## config.mk

```make
export PLATFORM = sky130hd
export DESIGN_NAME = fp32_mul_worker
export DESIGN_NICKNAME = d
export VERILOG_FILES = /design/src/rtl/fp32_mul_worker.sv
export SDC_FILE = /design/constraint.sdc
export NUM_CORES = 2
export LEC_CHECK = 0
export BUFFER_PORTS_ARGS = -buffer_cell sky130_fd_sc_hd__buf_4
export CAP_MARGIN = 40
export CORE_ASPECT_RATIO = 1.2
export CORE_MARGIN = 2
export CORE_UTILIZATION = 40
export CTS_CLUSTER_DIAMETER = 120
export CTS_CLUSTER_SIZE = 14
export DETAILED_ROUTE_END_ITERATION = 12
export SLEW_MARGIN = 20
export SYNTH_ARGS = -nofsm -noshare
export SYNTH_HDL_FRONTEND = slang
export SYNTH_SLANG_ARGS = --single-unit
```

## constraint.sdc

```tcl
create_clock -name clk -period 11.65 [get_ports clk]
set_input_delay 2.33 -clock clk [delete_from_list [all_inputs] [get_ports clk]]
set_output_delay 2.33 -clock clk [all_outputs]
set_load 0.01 [all_outputs]
```

## src/rtl/fp32_mul_worker.sv

```systemverilog
// fp32_mul_worker: binary32 round-to-nearest-even multiplier behind stb/ack handshakes on A, B and Z.
// Define FP32_MUL_DENORM_EN for full subnormal support; otherwise subnormals flush to signed zero.
module fp32_mul_worker (
    input  logic        clk,
    input  logic        rst,
    input  logic [31:0] input_a,
    input  logic        input_a_stb,
    output logic        input_a_ack,
    input  logic [31:0] input_b,
    input  logic        input_b_stb,
    output logic        input_b_ack,
    output logic [31:0] output_z,
    output logic        output_z_stb,
    input  logic        output_z_ack
);
    localparam logic [2:0] GET_OPS   = 3'd0;
    localparam logic [2:0] UNPACK    = 3'd1;
    localparam logic [2:0] SPECIAL   = 3'd2;
    localparam logic [2:0] MULTIPLY  = 3'd3;
    localparam logic [2:0] NORMALISE = 3'd4;
    localparam logic [2:0] ROUND     = 3'd5;
    localparam logic [2:0] PACK      = 3'd6;
    localparam logic [2:0] PUT_Z     = 3'd7;
    localparam logic [31:0] QNAN     = 32'h7FC0_0000;

    logic [2:0]        state_reg;
    logic              a_ack_reg, b_ack_reg, a_got_reg, b_got_reg;
    logic [31:0]       op_raw_reg [2];
    logic [23:0]       op_m_reg [2];
    logic signed [9:0] op_e_reg [2];
    logic [1:0]        op_zero_reg, op_inf_reg, op_nan_reg;
    logic [47:0]       prod_reg;
    logic signed [9:0] z_e_reg;
    logic [23:0]       z_m_reg;
    logic              guard_reg, round_reg, sticky_reg;
    logic [31:0]       z_reg;
    logic              z_stb_reg;
`ifdef FP32_MUL_DENORM_EN
    logic              unpacked_reg, normed_reg;
`endif

    logic              a_take, b_take, z_s;
    logic [7:0]        op_exp [2];
    logic [22:0]       op_frac [2];
    logic [1:0]        op_exp_max, op_exp_min, op_frac_nz;

    assign a_take = input_a_stb && a_ack_reg;
    assign b_take = input_b_stb && b_ack_reg;
    assign z_s    = op_raw_reg[0][31] ^ op_raw_reg[1][31];

    genvar gi;
    generate
        for (gi = 0; gi < 2; gi++) begin : g_dec
            assign op_exp[gi]     = op_raw_reg[gi][30:23];
            assign op_frac[gi]    = op_raw_reg[gi][22:0];
            assign op_exp_max[gi] = &op_exp[gi];
            assign op_exp_min[gi] = ~|op_exp[gi];
            assign op_frac_nz[gi] = |op_frac[gi];
        end
    endgenerate

    logic        special_hit;
    logic [31:0] special_z;
    always_comb begin
        special_hit = 1'b1;
        special_z   = QNAN;
        if (|op_nan_reg)
            special_z = QNAN;
        else if (|op_inf_reg)
            special_z = (|op_zero_reg) ? QNAN : {z_s, 8'hFF, 23'd0};
        else if (|op_zero_reg)
            special_z = {z_s, 31'd0};
        else
            special_hit = 1'b0;
    end

    // Both mantissas carry the implicit bit, so the product MSB is at bit 47 or 46.
    logic [23:0]       norm_m;
    logic              norm_g, norm_r, norm_s;
    logic signed [9:0] norm_e;
    always_comb begin
        if (prod_reg[47]) begin
            norm_m = prod_reg[47:24];
            norm_g = prod_reg[23];
            norm_r = prod_reg[22];
            norm_s = |prod_reg[21:0];
            norm_e = z_e_reg + 10'sd1;
        end else begin
            norm_m = prod_reg[46:23];
            norm_g = prod_reg[22];
            norm_r = prod_reg[21];
            norm_s = |prod_reg[20:0];
            norm_e = z_e_reg;
        end
    end

    logic        round_up;
    logic [7:0]  z_biased;
    logic [31:0] pack_z;
    assign round_up = guard_reg && (round_reg || sticky_reg || z_m_reg[0]);
    assign z_biased = 8'(z_e_reg + 10'sd127);
    always_comb begin
        if (z_e_reg > 10'sd127)
            pack_z = {z_s, 8'hFF, 23'd0};
`ifdef FP32_MUL_DENORM_EN
        else if (!z_m_reg[23])
            pack_z = {z_s, 8'd0, z_m_reg[22:0]};
`else
        else if (z_e_reg < -10'sd126)
            pack_z = {z_s, 31'd0};
`endif
        else
            pack_z = {z_s, z_biased, z_m_reg[22:0]};
    end

    always_ff @(posedge clk or posedge rst) begin
        if (rst) begin
            state_reg     <= GET_OPS;
            a_ack_reg     <= 1'b0;
            b_ack_reg     <= 1'b0;
            a_got_reg     <= 1'b0;
            b_got_reg     <= 1'b0;
            op_raw_reg[0] <= 32'd0;
            op_raw_reg[1] <= 32'd0;
            op_m_reg[0]   <= 24'd0;
            op_m_reg[1]   <= 24'd0;
            op_e_reg[0]   <= 10'sd0;
            op_e_reg[1]   <= 10'sd0;
            op_zero_reg   <= 2'b00;
            op_inf_reg    <= 2'b00;
            op_nan_reg    <= 2'b00;
            prod_reg      <= 48'd0;
            z_e_reg       <= 10'sd0;
            z_m_reg       <= 24'd0;
            guard_reg     <= 1'b0;
            round_reg     <= 1'b0;
            sticky_reg    <= 1'b0;
            z_reg         <= 32'd0;
            z_stb_reg     <= 1'b0;
`ifdef FP32_MUL_DENORM_EN
            unpacked_reg  <= 1'b0;
            normed_reg    <= 1'b0;
`endif
        end else begin
            case (state_reg)
                GET_OPS: begin
                    if (a_take) begin
                        op_raw_reg[0] <= input_a;
                        a_ack_reg     <= 1'b0;
                        a_got_reg     <= 1'b1;
                    end else if (!a_got_reg) begin
                        a_ack_reg <= 1'b1;
                    end
                    if (b_take) begin
                        op_raw_reg[1] <= input_b;
                        b_ack_reg     <= 1'b0;
                        b_got_reg     <= 1'b1;
                    end else if (!b_got_reg) begin
                        b_ack_reg <= 1'b1;
                    end
                    if ((a_got_reg || a_take) && (b_got_reg || b_take)) begin
                        a_got_reg <= 1'b0;
                        b_got_reg <= 1'b0;
                        state_reg <= UNPACK;
                    end
                end
                UNPACK: begin
`ifdef FP32_MUL_DENORM_EN
                    if (!unpacked_reg) begin
                        for (int i = 0; i < 2; i++) begin
                            op_nan_reg[i]  <= op_exp_max[i] && op_frac_nz[i];
                            op_inf_reg[i]  <= op_exp_max[i] && !op_frac_nz[i];
                            op_zero_reg[i] <= op_exp_min[i] && !op_frac_nz[i];
                            op_e_reg[i]    <= op_exp_min[i] ? -10'sd126
                                                            : $signed({2'b00, op_exp[i]}) - 10'sd127;
                            op_m_reg[i]    <= {!op_exp_min[i], op_frac[i]};
                        end
                        unpacked_reg <= 1'b1;
                    end else if (!op_m_reg[0][23] && !op_zero_reg[0]) begin
                        op_m_reg[0] <= op_m_reg[0] << 1;
                        op_e_reg[0] <= op_e_reg[0] - 10'sd1;
                    end else if (!op_m_reg[1][23] && !op_zero_reg[1]) begin
                        op_m_reg[1] <= op_m_reg[1] << 1;
                        op_e_reg[1] <= op_e_reg[1] - 10'sd1;
                    end else begin
                        unpacked_reg <= 1'b0;
                        state_reg    <= SPECIAL;
                    end
`else
                    // Subnormal inputs (exponent field 0) are treated as zero.
                    for (int i = 0; i < 2; i++) begin
                        op_nan_reg[i]  <= op_exp_max[i] && op_frac_nz[i];
                        op_inf_reg[i]  <= op_exp_max[i] && !op_frac_nz[i];
                        op_zero_reg[i] <= op_exp_min[i];
                        op_e_reg[i]    <= $signed({2'b00, op_exp[i]}) - 10'sd127;
                        op_m_reg[i]    <= {1'b1, op_frac[i]};
                    end
                    state_reg <= SPECIAL;
`endif
                end
                SPECIAL: begin
                    // Special results are registered here and presented one edge later in PUT_Z.
                    if (special_hit) begin
                        z_reg     <= special_z;
                        state_reg <= PUT_Z;
                    end else begin
                        state_reg <= MULTIPLY;
                    end
                end
                MULTIPLY: begin
                    prod_reg  <= 48'(op_m_reg[0]) * 48'(op_m_reg[1]);
                    z_e_reg   <= op_e_reg[0] + op_e_reg[1];
                    state_reg <= NORMALISE;
                end
                NORMALISE: begin
`ifdef FP32_MUL_DENORM_EN
                    if (!normed_reg) begin
                        z_m_reg    <= norm_m;
                        guard_reg  <= norm_g;
                        round_reg  <= norm_r;
                        sticky_reg <= norm_s;
                        z_e_reg    <= norm_e;
                        normed_reg <= 1'b1;
                    end else if (z_e_reg < -10'sd126) begin
                        z_m_reg    <= z_m_reg >> 1;
                        guard_reg  <= z_m_reg[0];
                        round_reg  <= guard_reg;
                        sticky_reg <= sticky_reg | round_reg;
                        z_e_reg    <= z_e_reg + 10'sd1;
                    end else begin
                        normed_reg <= 1'b0;
                        state_reg  <= ROUND;
                    end
`else
                    z_m_reg    <= norm_m;
                    guard_reg  <= norm_g;
                    round_reg  <= norm_r;
                    sticky_reg <= norm_s;
                    z_e_reg    <= norm_e;
                    state_reg  <= ROUND;
`endif
                end
                ROUND: begin
                    if (round_up) begin
                        if (&z_m_reg) begin
                            z_m_reg <= 24'h80_0000;
                            z_e_reg <= z_e_reg + 10'sd1;
                        end else begin
                            z_m_reg <= z_m_reg + 24'd1;
                        end
                    end
                    state_reg <= PACK;
                end
                PACK: begin
                    z_reg     <= pack_z;
                    z_stb_reg <= 1'b1;
                    state_reg <= PUT_Z;
                end
                PUT_Z: begin
                    if (!z_stb_reg) begin
                        z_stb_reg <= 1'b1;
                    end else if (output_z_ack) begin
                        z_stb_reg <= 1'b0;
                        state_reg <= GET_OPS;
                    end
                end
                default: state_reg <= GET_OPS;
            endcase
        end
    end

    assign input_a_ack  = a_ack_reg;
    assign input_b_ack  = b_ack_reg;
    assign output_z     = z_reg;
    assign output_z_stb = z_stb_reg;
endmodule

```

==> results summary <==
The antenna diode count is 0. After clock tree synthesis, the clock-pin slew on the worst setup and hold paths is about 0.080 ns. The die extent in x came out at 258 um. Setup repair after global routing left no endpoint under its margin. The filler cell count in the final layout is about 7,400. The number of clock sinks is between 200 and 300. The tree is rooted in a clkbuf_16. The total non-filler cell area in the finished layout came out at around 34,000 um^2.

Adding up every negative setup slack in the final design gives 0 ns. The count of pins on the block boundary came out at approximately 100. After the last flow step, the layout net total stands at between 4,000 and 5,000.

The quantity of hold-fixing buffers added after cts came out at 0. The timing-limited maximum frequency is about 140 MHz. The minimum clock period after layout came out at just over 7 ns. The wire length of the first global-routing pass is 136,000 um. The fraction of layout instances using a drive strength above 1 came out at under 10%. The clock tree from TritonCTS is yes. STA classifies the critical path startpoint as a register. The CTS buffer count is 22. The detailed router placed 22,600 vias in this run. Once placement finished, the instance area stood at approximately 33,000 um^2. From bottom edge to top edge, the die measures 309 um. The number of post-CTS setup repair buffers came out at 0.

The top cell types in the final layout, fill and taps aside, are nand2_1, inv_1, fa_1. At the worst endpoint, the required time is around 12 ns. The run finished with clean final reports.

The layout overhead on the synthesized area is 8.90%. The worst setup timing slack at the placement stage is around 4.4 ns. After clock tree synthesis, the repair step resized 0 gates. Yosys mapped a number of flops with a built-in enable equal to 0. The final max-slew violation count is 0. The number of distinct library cells after synthesis came out at slightly below 70. After synthesis, the cell types taking the most area are fa_1, dfrtp_1, ha_1, nand2_1, inv_1. Max-cap violations in this run came to 0. The critical path in this run is classified as reg2reg. Counting flops and latches in the post-synthesis netlist gives between 200 and 300. The post-synthesis area per instance is slightly above 9 um^2. The startpoint identified for the worst register-to-register timing path is op_m_reg[37]. The total wire length after detailed routing is about 83,000 um. The later-pin clock latency in the skew report is about 0.55 ns.

The detailed-router iteration count before antenna repair is 7. The worst-case setup margin in the final layout is between 4 and 5 ns. The synthesized design devotes to its leading area cell type between 30% and 40% of total area.

The sum of net half-perimeters after detailed placement came out at roughly 66,000 um. The worst setup path is captured at a register. The min-delay analysis places its worst path in the category reg2reg.

Row generation in the floorplan step produced approximately 110 rows. The register with the most flip-flops in the layout has between 40 and 50 of them. The destination of the worst register-to-register timing path is prod_reg[41]. Buffers placed on the I/O ports in this run total 103. The cell total after placement came out at about 4,400. The worst slew margin relative to its limit is 39.2%. The final estimated routing congestion in global placement came out at approximately 0.9.

The total count of hold-check failures in the final report came out at 0. The starting density of the core came out at slightly above 40%. The largest fanout on the critical path came out at 25. The data arrival time of the critical path came out at ~7.7 ns. The number of cell instances on the worst register-to-register path is 24. The average routed wire per standard cell came out at between 15 and 20 um. The most used flip-flop cell after synthesis is dfrtp_1. The remaining number of nets flagged by the antenna check after routing came out at 0. After detailed routing, the number of remaining DRC violations is 0. The part of the Yosys area used for sequential elements came out at 21.0%.

The path with the worst hold slack has its endpoint at prod_reg[0]. The transition time at the pin with the least slew margin is 0.913 ns. The area of the placeable core is ~77,000 um^2. The share of the cycle needed by the critical path after routing came out at a little over 60%.

The post-synthesis async set-or-reset flop share came out at 100%. The number of instances in the synthesized netlist came out at ~3,400. The sequential standard cell area is between 6000 and 7000 um^2. The pin count of the biggest net entering global routing came out at 91.

The number of global-route vias before repair was 24,400. The detailed router finished its first iteration with around 1,500 violations. The cell taking the most area after synthesis is fa_1.

The post-synth net total came out at between 4,000 and 5,000. The multi-input combinational cells in the finished layout cover a total of 21,600 um^2. The ratio of routed vias to standard cells is 5.13. The combined area of all synthesized cells is between 30,000 and 40,000 um^2. The initial antenna violation count came out at 0. Setup violations remaining at the end of the flow were counted as 0. The library cell used most frequently in the layout, excluding fill and tap cells, is nand2_1. The worst hold path passes through 2 cells. The setup slack of the worst register-to-register path came out at 4.39 ns.

The area enclosed by the die boundary came out at 79,600 um^2. The all-layer global routing usage is 21.8%. The remaining global-route overflow came out at 0. In this run the number of H-tree levels came out at 1. The number of buffers on the longest clock path came out at 3. The worst hold path begins at prod_reg[0]. During synthesis, Yosys emitted a total of 0 warnings.

The worst clock skew is 0.0153 ns. The finished layout holds between 4,000 and 5,000 standard cells, fillers aside.
area by class of cell:
cell class	instances	share of cell area [%]
clock inverters	2	0.0705
multi-input cells	2363	64.1
flip-flops and latches	260	19.3
well taps	1017	3.78
clock buffers	23	1.64
repair buffers	166	4.69
inverters	575	6.43
kinds of logic after synthesis:
kind of cell | Yosys count | share of synthesized area, %
fa+ha+maj | 675 | 39.0
buf+inv | 755 | 9.22
mux | 95 | 3.35
flops | 260 | 21.0
simple gates | 1134 | 17.5
compound gates | 393 | 8.07
xor+xnor | 66 | 1.87
worst max-delay path, stage by stage (launching register included):
cell	delay (ns)
dfrtp_1	0.94
nand2_1	0.18
fa_1	0.57
inv_1	0.05
fa_1	0.47
inv_1	0.05
fa_1	0.53
inv_1	0.05
fa_1	0.50
inv_1	0.05
fa_1	0.53
inv_1	0.05
fa_1	0.48
inv_1	0.05
fa_1	0.48
inv_1	0.04
ha_1	0.36
a21o_1	0.22
a221o_1	0.33
a21oi_2	0.19
nor2b_1	0.08
a2111oi_2	0.50
o31ai_1	0.17
xnor2_1	0.16
o21ai_1	0.07
layer usage:
metal  vias to the layer above  global-route usage, %  share of wire [%]
li1                      10500                      -                  -
met2                       524                   37.6                 49
met4                         0                   8.36                4.4
met3                       150                   2.50                4.1
met1                     11400                   28.2                 43
met5                         -                      0                  0
through the flow:
stage | hold slack [ns] | utilization (%)
floorplan | 0.435 | -
global placement | 0.451 | 42.5
detailed placement | 0.455 | 43.1
CTS | 0.473 | 43.9
global route | 0.496 | 44.0
finish | 0.464 | 44.0
synthesized netlist by cell type, drive strengths merged, types with 4 or more instances:
cell type / n
a31oi: 12
o21bai: 6
nand4: 15
a22o: 34
inv: 575
o211ai: 4
nor2: 90
ha: 192
o21a: 13
nor3: 23
nor2b: 12
nor3b: 4
or2: 4
mux2: 69
buf: 11
and2: 300
o31ai: 13
nand3: 41
xor2: 23
nor4: 22
or3: 4
fa: 483
and3: 14
o22a: 5
nand3b: 4
dfrtp: 260
mux2i: 26
a31o: 4
nand2b: 7
a211oi: 7
o22ai: 4
a21oi: 96
a21o: 25
o221ai: 5
o32ai: 9
clkbuf: 169
nand2: 582
xnor2: 43
o21ai: 134
worst max path at each step:
stage | start | end
5_1_grt | op_m_reg[37] | prod_reg[41]
6_report | op_m_reg[37] | prod_reg[41]
3_5_place_dp | op_m_reg[39] | prod_reg[41]
2_1_floorplan | rst | a_got_reg
3_3_place_gp | op_m_reg[40] | prod_reg[41]
4_1_cts | op_m_reg[39] | prod_reg[41]
Power is left out: the tool's default activity adds up to more than one toggle a clock period on the data nets, which glitch-free logic cannot reach.
